### src/rtl/video_tx.sv
// rtl/video_tx.sv - serializes 24-bit pixels plus a command line onto the DVD/DVSYN/DHSYN byte port
// First-pixel fetch happens two clocks before DHSYN rises, so VBP must be at least 2.
module video_tx #(
  parameter int IW          = 640,
  parameter int IH          = 512,
  parameter int DW_DVD      = 8,
  parameter int DVD_CHN     = 3,
  parameter int VSYNC_WIDTH = 100,
  parameter int VBP         = 20,
  parameter int HBLANK      = 250,
  parameter int VFP         = 20,
  parameter int CMD_EN      = 1
) (
  input  logic                      pixel_clk,
  input  logic                      reset_l,
  input  logic                      tx_en,
  input  logic [DW_DVD*DVD_CHN-1:0] pix_dat,
  input  logic                      pix_empty,
  output logic                      pix_rdreq,
  input  logic [DW_DVD*DVD_CHN-1:0] cmd_dat,
  output logic                      cmd_rdreq,
  output logic [DW_DVD-1:0]         DVD,
  output logic                      DVSYN,
  output logic                      DHSYN,
  output logic                      busy,
  output logic                      frame_done,
  output logic                      underflow
);
  localparam int DW_LOCAL = DW_DVD * DVD_CHN;

  localparam logic [15:0] VS_LAST   = 16'(VSYNC_WIDTH - 1);
  localparam logic [15:0] VBP_LAST  = 16'(VBP - 1);
  localparam logic [15:0] VBP_FETCH = 16'(VBP - 2);
  localparam logic [15:0] ACT_LAST  = 16'(IW * DVD_CHN - 1);
  localparam logic [15:0] BLK_LAST  = 16'(HBLANK - 1);
  localparam logic [15:0] BLK_FETCH = 16'(HBLANK - 2);
  localparam logic [15:0] VFP_LAST  = 16'(VFP);
  localparam logic [15:0] LINE_LAST = 16'(IH + CMD_EN - 1);
  localparam logic [15:0] CMD_LINE  = 16'(IH);
  localparam logic [15:0] PX_LAST   = 16'(IW - 1);

  typedef enum logic [2:0] {ST_IDLE, ST_VS, ST_VBP, ST_ACT, ST_BLK, ST_VFP} state_t;

  state_t                state, state_nxt;
  logic [15:0]           cnt, line_cnt, px;
  logic [1:0]            ph;
  logic [DW_LOCAL-1:0]   word_q, src;
  logic                  miss_q, miss_d;
  logic                  fetch_due, fetch_cmd, cur_cmd;
  logic [15:0]           fetch_line;
  logic [DW_DVD-1:0]     dvd_d;
  logic                  dvsyn_d, dhsyn_d, pix_rdreq_d, cmd_rdreq_d;
  logic                  busy_d, frame_done_d, underflow_d;

  always_ff @(posedge pixel_clk or negedge reset_l) begin
    if (!reset_l) state <= ST_IDLE;
    else          state <= state_nxt;
  end

  always_comb begin
    state_nxt = state;
    case (state)
      ST_IDLE: if (tx_en)               state_nxt = ST_VS;
      ST_VS:   if (cnt == VS_LAST)      state_nxt = ST_VBP;
      ST_VBP:  if (cnt == VBP_LAST)     state_nxt = ST_ACT;
      ST_ACT:  if (cnt == ACT_LAST)     state_nxt = ST_BLK;
      ST_BLK:  if (cnt == BLK_LAST)     state_nxt = (line_cnt < LINE_LAST) ? ST_ACT : ST_VFP;
      ST_VFP:  if (cnt == VFP_LAST)     state_nxt = tx_en ? ST_VS : ST_IDLE;
      default:                          state_nxt = ST_IDLE;
    endcase
  end

  // Outputs are computed from the current state and registered, so every
  // output lags the state register by exactly one clock.
  always_comb begin
    fetch_line = (state == ST_ACT) ? line_cnt :
                 (state == ST_BLK) ? line_cnt + 16'd1 : 16'd0;
    fetch_due  = (state == ST_VBP && cnt == VBP_FETCH) ||
                 (state == ST_BLK && cnt == BLK_FETCH && line_cnt < LINE_LAST) ||
                 (state == ST_ACT && ph == 2'd1 && px != PX_LAST);
    fetch_cmd  = (CMD_EN != 0) && (fetch_line == CMD_LINE);
    cur_cmd    = (CMD_EN != 0) && (line_cnt == CMD_LINE);

    pix_rdreq_d = fetch_due && !fetch_cmd && !pix_empty;
    cmd_rdreq_d = fetch_due && fetch_cmd;
    miss_d      = fetch_due ? (!fetch_cmd && pix_empty) : miss_q;

    src = miss_q ? '0 : (cur_cmd ? cmd_dat : pix_dat);
    dvd_d = '0;
    if (state == ST_ACT) begin
      case (ph)
        2'd0:    dvd_d = src[DW_DVD-1:0];
        2'd1:    dvd_d = word_q[2*DW_DVD-1:DW_DVD];
        default: dvd_d = word_q[3*DW_DVD-1:2*DW_DVD];
      endcase
    end

    dvsyn_d      = (state != ST_VS);
    dhsyn_d      = (state == ST_ACT);
    frame_done_d = (state == ST_VFP) && (cnt == VFP_LAST);
    busy_d       = (state == ST_IDLE) ? tx_en : !frame_done_d;

    underflow_d = underflow;
    if (state_nxt == ST_VS && state != ST_VS) underflow_d = 1'b0;
    else if (fetch_due && !fetch_cmd && pix_empty) underflow_d = 1'b1;
  end

  always_ff @(posedge pixel_clk or negedge reset_l) begin
    if (!reset_l) begin
      cnt        <= '0;
      line_cnt   <= '0;
      px         <= '0;
      ph         <= '0;
      word_q     <= '0;
      miss_q     <= 1'b0;
      DVD        <= '0;
      DVSYN      <= 1'b1;
      DHSYN      <= 1'b0;
      pix_rdreq  <= 1'b0;
      cmd_rdreq  <= 1'b0;
      busy       <= 1'b0;
      frame_done <= 1'b0;
      underflow  <= 1'b0;
    end else begin
      cnt <= (state_nxt != state || state == ST_IDLE) ? 16'd0 : cnt + 16'd1;

      if (state == ST_VBP && state_nxt == ST_ACT)      line_cnt <= 16'd0;
      else if (state == ST_BLK && state_nxt != ST_BLK) line_cnt <= line_cnt + 16'd1;

      if (state != ST_ACT) begin
        ph <= 2'd0;
        px <= 16'd0;
      end else if (ph == 2'd2) begin
        ph <= 2'd0;
        px <= px + 16'd1;
      end else begin
        ph <= ph + 2'd1;
      end

      if (state == ST_ACT && ph == 2'd0) word_q <= src;
      miss_q     <= miss_d;
      DVD        <= dvd_d;
      DVSYN      <= dvsyn_d;
      DHSYN      <= dhsyn_d;
      pix_rdreq  <= pix_rdreq_d;
      cmd_rdreq  <= cmd_rdreq_d;
      busy       <= busy_d;
      frame_done <= frame_done_d;
      underflow  <= underflow_d;
    end
  end
endmodule

### config.mk
export PLATFORM = sky130hd
export DESIGN_NAME = video_tx
export DESIGN_NICKNAME = d
export VERILOG_FILES = /design/src/rtl/video_tx.sv
export SDC_FILE = /design/constraint.sdc
export NUM_CORES = 1
export LEC_CHECK = 0
export ABC_AREA = 1
export CORE_MARGIN = 8
export CORE_UTILIZATION = 35
export DETAILED_ROUTE_END_ITERATION = 7
export MAX_ROUTING_LAYER = met4
export PLACE_DENSITY = 0.58
export SLEW_MARGIN = 25
export SYNTH_ARGS = -nofsm -noshare
export SYNTH_HDL_FRONTEND = slang
export SYNTH_SLANG_ARGS = --single-unit
### constraint.sdc
create_clock -name pixel_clk -period 2.16 [get_ports pixel_clk]
set_input_delay 0.432 -clock pixel_clk [delete_from_list [all_inputs] [get_ports pixel_clk]]
set_output_delay 0.432 -clock pixel_clk [all_outputs]
set_load 0.05 [all_outputs]
; ---- Yosys cells after proc, flatten, opt, wreduce, memory -nomap -nowiden
; Cells that the tools add are included.
[word_totals]
regBits = 93
latch_bits = 0
ram_bits = 0
romBits = 0
inputBits = 52
output_inout_bits = 15
elab_cells = 94
mem_count = 0
[classes]
addsub = 4
mul = 0
div = 0
order_cmp = 1
eq_ne = 23
shifts = 0
n_mux = 25
bitwise = 0
n_reduce_logical = 26
[op_table]
columns = cell, count
row1 = 2-to-1 mux 16 bit, 7
row2 = adder 16 x 1 -> 16 bit (second input constant), 3
row3 = == test 16 x 5 -> 1 bit (second input constant), 3
row4 = 2-to-1 mux 24 bit, 2
row5 = == test 16 x 10 -> 1 bit (second input constant), 2
row6 = == test 16 x 8 -> 1 bit (second input constant), 2
row7 = 2-to-1 mux 3 bit, 7
row8 = one-hot mux 3 bit (6 select lines), 1
row9 = == test 16 x 11 -> 1 bit (second input constant), 1
row10 = == test 16 x 7 -> 1 bit (second input constant), 1
row11 = < comparator 16 x 10 -> 1 bit (second input constant), 1
row12 = inequality test 16 x 10 -> 1 bit (second input constant), 1
row13 = one-hot mux 8 bit (2 select lines), 1
row14 = logical AND 1 bit, 15
row15 = == test 3 x 2 -> 1 bit (second input constant), 3
row16 = 2-to-1 mux 8 bit, 1
row17 = == test 3 x 1 -> 1 bit (second input constant), 2
row18 = == test 3 bit (second input constant), 2
row19 = nonzero test 2 bit, 3
row20 = 2-to-1 mux 1 bit, 4
row21 = 2-to-1 mux 2 bit, 2
row22 = logical NOT 1 bit, 3
row23 = logical NOT 3 bit, 1
row24 = logical OR 1 bit, 3
row25 = other kinds (8), 8

; ---- Longest topological paths before layout
; Gate-level depths: netlist of the first run.
[depth]
ltp_word = 9
depth_mapped = 13

; ---- Worst setup path after synthesis of the first run
; Ideal clock, no wire load.
[synth_path]
path_kind = reg-to-reg
startpoint = register cnt[0]
endpoint = register cnt[6]
setup_time_ps = 123
arrival_ps = 1675
setup_slack_ps = 362
path_stages_with_launch = 13
n_path_buf = 1
path_cell_list = dfrtp_1 inv_1 ha_1 inv_1 nor3_2 nand3_4 o21ai_1 nand2_1 nand3_2 nand2_2 nand2_2 buf_6 nor3_2
[synth_between]
elab_chain_len = 6
[synth_lines]
columns = element, line
row1 = start: declaration, 45  ; logic [15:0] cnt, line_cnt, px;
row2 = start signal: assignment, 125  ; cnt <= (state_nxt != state || state == ST_IDLE) ? 16'd0 : cnt + 16'd1;
row3 = == test 16 x 5 -> 1 bit (tied with other cells), 68  ; ST_VFP: if (cnt == VFP_LAST) state_nxt = tx_en ? ST_VS : ST_IDLE;
row4 = 2-to-1 mux 3 bit (on tied branches), -
row5 = one-hot mux 3 bit (6 select lines) *, 62  ; case (state)
row6 = net state_nxt[0], 44  ; state_t state, state_nxt;
row7 = inequality test 3 bit *, 125
row8 = logical OR 1 bit *, 125
row9 = 2-to-1 mux 16 bit *, 125
; The timed path passes the listed nets; every way through them passes the cells marked *.
; A chain may end at the register's enable or synchronous reset.

; ---- Final worst setup path of the first run
[layout_path]
startpoint = register DVSYN
endpoint = output DVSYN
[layout_lines]
columns = element, line
row1 = start: declaration, 23  ; output logic DVSYN,
row2 = start signal: assignment, 143  ; DVSYN <= dvsyn_d;
; No word-level cell between the ends.

==> results of run 1 <==
## worst register-to-register path, stage by stage (launching register included)
cell and delay (ns):
dfrtp_1 0.43, inv_1 0.12, ha_1 0.15, inv_1 0.07, nor3_4 0.21, nand3_4 0.11, o21ai_1 0.16, nand2_1 0.12
nand3_2 0.11, nand2_2 0.06, nand2_4 0.22, nor3_1 0.09
## final timing paths
path                       startpoint         end  slack, ns  cells after the start
max                             DVSYN       DVSYN       0.07                      1
min                        word_q[15]  word_q[15]       0.51                      2
max reg2reg                    cnt[0]      cnt[2]       0.19                     11
min reg2reg                word_q[15]  word_q[15]       0.51                      2
max in group asynchronous     reset_l       DVSYN       0.98                      3
min in group asynchronous     reset_l      DVD[4]       0.52                      2
## cell usage after synthesis
master / count
inv_1: 79
o22ai_1: 10
nor2_2: 7
and2_1: 1
buf_6: 3
a21oi_1: 37
a31oi_1: 16
clkbuf_1: 12
nand3_1: 42
dfstp_2: 1
dfrtp_1: 84
buf_2: 3
o21ai_0: 74
xnor2_1: 1
nor3_1: 22
nor4_2: 1
o31ai_1: 2
nor3_2: 14
nor4_1: 5
nand2_1: 103
xor2_1: 16
ha_1: 7
nand2_2: 4
nand3b_1: 1
clkinv_1: 2
and3_1: 1
nor2_4: 1
nand3b_4: 1
or2_1: 1
inv_2: 5
buf_1: 1
nand3_2: 7
nand4_1: 26
o21ai_2: 1
o21ai_1: 2
nor2_8: 1
nor3b_1: 1
nor2_1: 46
nand3_4: 2
## per-layer routing
metal  up-vias  part of all wire [%]
met5         -                     0
met4         0                   1.5
met3        12                   4.0
met2       105                    46
met1      2215                    48
li1       2353                     -
## kinds of logic (layout without fill, tap and decap cells)
group,count (synthesis),count (layout)
AOI/OAI and AO/OA,142,142
xor gates and xnor gates,17,17
buffers and inverters,105,189
DFF,85,85
and+or+nand+nor,287,288
adders and majority gates,7,7
## registers in the layout, indices dropped and copies added (netlist names)
name / flops
cnt: 16
word_q: 16
line_cnt: 16
cmd_rdreq: 1
miss_q: 1
ph: 2
frame_done: 1
DVD: 8
DHSYN: 1
DVSYN: 1
underflow: 1
pix_rdreq: 1
state: 3
busy: 1
px: 16
## per-stage QoR
step	worst slack, ns	setup TNS [ns]
after floorplan	0.362	0
after global placement	0.171	0
after detailed placement	0.0438	0
after CTS	0.0290	0
after global routing	-0.0124	-0.0297
final	0.0730	0
## timing repair
item,4_1_cts,5_1_grt
endpoints found under the hold margin,20,0
gates resized for setup,0,10
setup buffers,0,2
hold buffers,1,0
setup endpoints to repair,0,20
## cell type report
cell class / count / share of cell area (%)
flip-flops and latches: 85 / 33.6
inverters: 86 / 5.09
repair buffers: 87 / 13.1
well taps: 180 / 3.55
clock inverters: 6 / 0.967
clock buffers: 10 / 3.77
multi-input cells: 454 / 39.9
## power groups by stage
stage	registers, mW	clock network (mW)	logic, mW
after floorplan	1.62	0	0.0103
after global placement	1.62	0	0.146
after detailed placement	1.62	0	0.146
after CTS	1.59	1.63	0.149
after global routing	1.59	1.70	0.160
final	1.59	1.58	0.144
## cells in the final DEF, fill, tap and decap left out, drive strengths merged, types with 26 or more instances in the layout
| cell type | Yosys | routed |
|---|---|---|
| dfrtp | 84 | 84 |
| nor2 | 55 | 55 |
| nand4 | 26 | 26 |
| clkdlybuf4s50 | 0 | 65 |
| nand2 | 107 | 107 |
| nor3 | 36 | 36 |
| a21oi | 37 | 37 |
| o21ai | 77 | 77 |
| nand3 | 51 | 51 |
| inv | 84 | 85 |
==> metrics.txt, run 1 <==
outcome finished clean; switching part of the total 21.4%; Post-Syn Area between 0.005 and 0.006 mm^2; met3 Usage GRT 2.30%; Seq/Total Area, Yosys between 40% and 50%; Row Count 43; largest family of logic cells by synthesized area simple AND/OR/NAND/NOR gates; Simple-Gate Fraction of Synth Area a little under 30%; clock share of power between 40% and 50%; Finished Layout Cells just over 900; Worst Skew 0.00606 ns; Hold WC Path Type register to register; Least-Margin Pin Slew between 0.5 and 0.6 ns; Synth area leaders dfrtp_1 (42%), nand2_1 (7.7%), o21ai_0 (7.4%); CP Capture Type primary output; initial antenna violation count 0; Slew headroom 63.8%; Pins Over Slew Limit 0; CP Class register to primary output; Yosys top cell by area dfrtp_1; vias per cell approximately 5.2; Mapped Cells approximately 640; Inserted Diodes 0; Synth Area in Compound Gates ~15%; clk_lat worst skew between 0.3 and 0.4 ns; fraction of synthesized area in multiplexers 0%; Die W 136 um; CTS tree built; Synth Warn # 0; Final setup viols 0; Adder-Cell Fraction of Synth Area between 1.5 and 2%; max_cap viols 0; Top-Level Pins 67; largest net degree at the start of global routing 42; GRT overflow 0; hold slack between 0.5 and 0.6 ns; crit-path max FO 1; Placed Instances between 800 and 900; clk root buf clkbuf_16; CTS Sinks 85; die area around 0.018 mm^2; routed len/inst ~15 um; final hold vios 0; CTS max path bufs 2; htree depth 3; Port Buf Inserts between 60 and 70; M2 GR Usage between 20% and 30%; gr busiest metal met2; crit path buf inv count 1; cell-internal power 2.61 mW; Synth top area share between 40% and 50%; fmax ~480 MHz; fin area 0.00634 mm^2; maximum vdd drop 0.000391 V; register bit total from synthesis 85; met1 Resource Use GR roughly a fifth; total number of vias between 4k and 5k; crit-path max cell delay 0.79 ns; CTS buffer count 9; DRT Pass-1 Iters 4; Multi-input gate area roughly 0.0025 mm^2; delay-heaviest family, CP buffers and inverters; Final Core Density about 45%; Combinational Power Share under 10%; Starting DRT DRC Count between 300 and 400; Data required, critical path roughly 1.7 ns; fraction of layout cells with a size suffix above 1 roughly an eighth; Final min period 2.09 ns; Filler cells roughly 1.3k; Unique masters post-synth 39; Starting Density a little over a third; cell area power density approximately 520 mW/mm^2; Final nets ~800; Routed WL around 14 mm; Tcrit/Tclk final 96.6%; DR DRC count 0; Area Growth Syn to Fin 26.2%; CORE AREA 0.0139 mm^2; global-route wire length before repair between 20 and 25 mm; Net Sw Power roughly 0.71 mW; syn_area_per_cell between 7 and 8 um^2; Leak approximately 2.6 nW; hpwl dp about 10 mm; RD Place Congestion roughly 0.91; die height 136 um; CP Launch Type register; vias in the first global route between 4k and 5k; gr usage total 15.6%; Crit-path slowest cell clkdlybuf4s50_1; Design Power approximately 3.3 mW; Synth Area in XOR/XNOR under 10%; CP Cell Sequence clkdlybuf4s50_1; Syn Nets approximately 700; placed cell areas between 0.005 and 0.006 mm^2; power share of the sequential group a little under half; CTS clk-pin slew, worst paths roughly 0.06 ns; Final ANT Viol Nets 0; Sequential Area between 0.002 and 0.0025 mm^2; Arrival @ worst endpoint approximately 1.7 ns
(Power assumes the default switching activity.)
==> inputs of run 2 (changes only) <==
--- a/config.mk
+++ b/config.mk
@@ -6,7 +6,6 @@
 export NUM_CORES = 1
 export LEC_CHECK = 0
 export ABC_AREA = 1
-export CORE_MARGIN = 8
 export CORE_UTILIZATION = 35
 export DETAILED_ROUTE_END_ITERATION = 7
 export MAX_ROUTING_LAYER = met4
==> metrics.txt, run 2 (synthesis results as in run 1) <==
initial antenna violation count 0 (unchanged); highest routed layer met4 (unchanged); Design Power 3.33 mW (was 3.32 mW); WP depth 1 (unchanged); CTS Sinks 85 (unchanged); Port Buf Inserts 66 (unchanged); Routed WL 12.8 mm (was 13.6 mm); Final nets 782 (unchanged); vias per cell 5.13 (was 5.16); R2R depth 10 (was 11); die height 122 um (was 136 um); switching part of the total 21.4% (about the same); CTS clk-pin slew, worst paths 0.07 ns (was 0.06 ns); Final setup viols 0 (unchanged); Critical R2R Capture cnt[4] (was cnt[2]); Starting DRT DRC Count 386 (was 369); CP Class register to primary output (unchanged); Net Sw Power 0.713 mW (was 0.709 mW); Arrival @ worst endpoint 1.64 ns (was 1.66 ns); total number of vias 4661 (was 4685); R2R Setup Slk 0.16 ns (was 0.19 ns); most common cell after layout, fill and taps aside nand2_1 (unchanged); clk_lat worst skew 0.34 ns (was 0.35 ns); DRT Pass-1 Iters 6 (was 4); CP Capture Type primary output (unchanged); Die W 122 um (was 136 um); RSZ-0062 raised after global routing true; cell area power density 527 mW/mm^2 (was 523 mW/mm^2); Data required, critical path 1.73 ns (about the same); max_cap viols 0 (unchanged); largest net degree at the start of global routing 49 (was 42); Leak 2.61 nW (was 2.62 nW); CORE AREA 0.0139 mm^2 (unchanged); met1 wire length 6.25 mm (was 6.58 mm); CTS buffer count 9 (unchanged); Row Count 43 (unchanged); power share of the sequential group 47.7% (was 48.0%); gr usage total 18.5% (was 15.6%); Least-Margin Pin Slew 0.553 ns (was 0.542 ns); RD Place Congestion 0.906 (was 0.905); Combinational Power Share 4.3% (about the same); maximum vdd drop 0.000337 V (was 0.000391 V); Hold WC Path Type input pin to async pin (was register to register); fmax 484 MHz (was 479 MHz); post-route setup slack 0.0927 ns (was 0.0730 ns); CP Cell Sequence clkdlybuf4s50_1 (unchanged); crit path buf inv count 1 (unchanged); commonest cells after routing, fill and taps aside nand2_1 (103), dfrtp_1 (84), inv_1 (79) (unchanged); Final min period 2.07 ns (was 2.09 ns); Inserted Diodes 0 (unchanged); Finished Layout Cells 908 (unchanged); clock share of power 48.0% (was 47.7%); Worst Skew 0.00821 ns (was 0.00606 ns); Final ANT Viol Nets 0 (unchanged); Crit-path slowest cell clkdlybuf4s50_1 (unchanged); clk root buf clkbuf_16 (unchanged); outcome finished clean (unchanged); CTS max path bufs 2 (unchanged); Critical R2R Launch cnt[0] (unchanged); Slew headroom 63.0% (was 63.8%); Met2 Wirelength 5.80 mm (was 6.31 mm); Tcrit/Tclk final 95.7% (was 96.6%); global-route wire length before repair 21.2 mm (was 22.6 mm); Starting Density 36.0% (unchanged); Pins Over Slew Limit 0 (unchanged); Area Growth Syn to Fin 25.9% (was 26.2%); Placed Instances 888 (unchanged); delay-heaviest family, CP buffers and inverters (unchanged); Place WS 0.0461 ns (was 0.0438 ns); crit-path max FO 1 (unchanged); DR DRC count 0 (unchanged); routed len/inst 14.0 um (was 15.0 um); CP Launch Type register (unchanged); vias in the first global route 4404 (was 4558); fraction of layout cells with a size suffix above 1 12.0% (was 12.2%); cell-internal power 2.62 mW (was 2.61 mW); GRT overflow 0 (unchanged); hpwl dp 9.33 mm (was 9.95 mm); Top-Level Pins 67 (unchanged); CTS tree built (unchanged); die area 0.0148 mm^2 (was 0.0184 mm^2); final hold vios 0 (unchanged); crit-path max cell delay 0.79 ns (about the same); metal3 WL 541 um (was 550 um); htree depth 3 (unchanged)
-- run 2: cell count changes in the layout (fill, tap and decap cells not counted), sizes merged --
cell,change
clkinvlp,+1
inv,+1
buf,+1
clkinv,-2
nand3b,-1
-- run 2: through the flow --
stage | hold WS [ns] | utilization, % | instance area [um^2] | TNS [ns]
finish | 0.447 | 45.4 | 6320 | 0
global route | 0.447 | 45.4 | 6320 | -0.00635
CTS | 0.443 | 45.0 | 6270 | 0
detailed placement | 0.260 | 42.7 | 5960 | 0
global placement | 0.262 | 42.7 | 5960 | 0
floorplan | 0.136 | - | 5020 | 0
-- run 2: repair_timing --
action	in CTS	in global routing
endpoints found under the hold margin	6	0
gates resized for setup	0	7
setup buffers	0	3
hold buffers	1	0
setup endpoints to repair	0	21
-- run 2: how the worst max path moves through the flow --
stage                     startpoint     end  slack [ns]
after floorplan               cnt[0]  cnt[6]        0.36
after global placement        cnt[0]  cnt[4]        0.15
after detailed placement      cnt[0]  cnt[3]        0.05
after CTS                     cnt[0]  cnt[3]        0.04
after global routing          cnt[0]  cnt[0]      -0.006
final                          DVSYN   DVSYN        0.09
-- run 2: area by class of cell --
class	instances	area, um^2
multi-input combinational	453	2500
sequential	85	2130
fill	1350	7610
timing repair buffer	88	838
clock inverter	6	70.1
inverter	86	323
clock buffer	10	239
tap	180	225
-- run 2: worst reg2reg max path, cell delays in order, from the launching register on --
cell and delay (ns):
dfrtp_1 0.43, ha_2 0.24, nand3_2 0.12, clkinv_1 0.08, nand3_1 0.12, nor2_1 0.19, nand2_1 0.11, nand4_1 0.15
nand3b_4 0.12, buf_4 0.18, nor3_1 0.16
-- run 2: power groups by stage --
stage               Combinational (mW)  Clock (mW)  Sequential [mW]
floorplan                       0.0103           0             1.62
global placement                 0.145           0             1.62
detailed placement               0.144           0             1.62
CTS                              0.147        1.64             1.59
global route                     0.158        1.71             1.59
finish                           0.143        1.60             1.59
-- run 2: metal layers --
layer / track usage, % / up-vias
li1: - / 2338
met1: 25.1 / 2201
met2: 28.5 / 111
met3: 2.86 / 11
met4: 5.40 / 0
met5: - / -
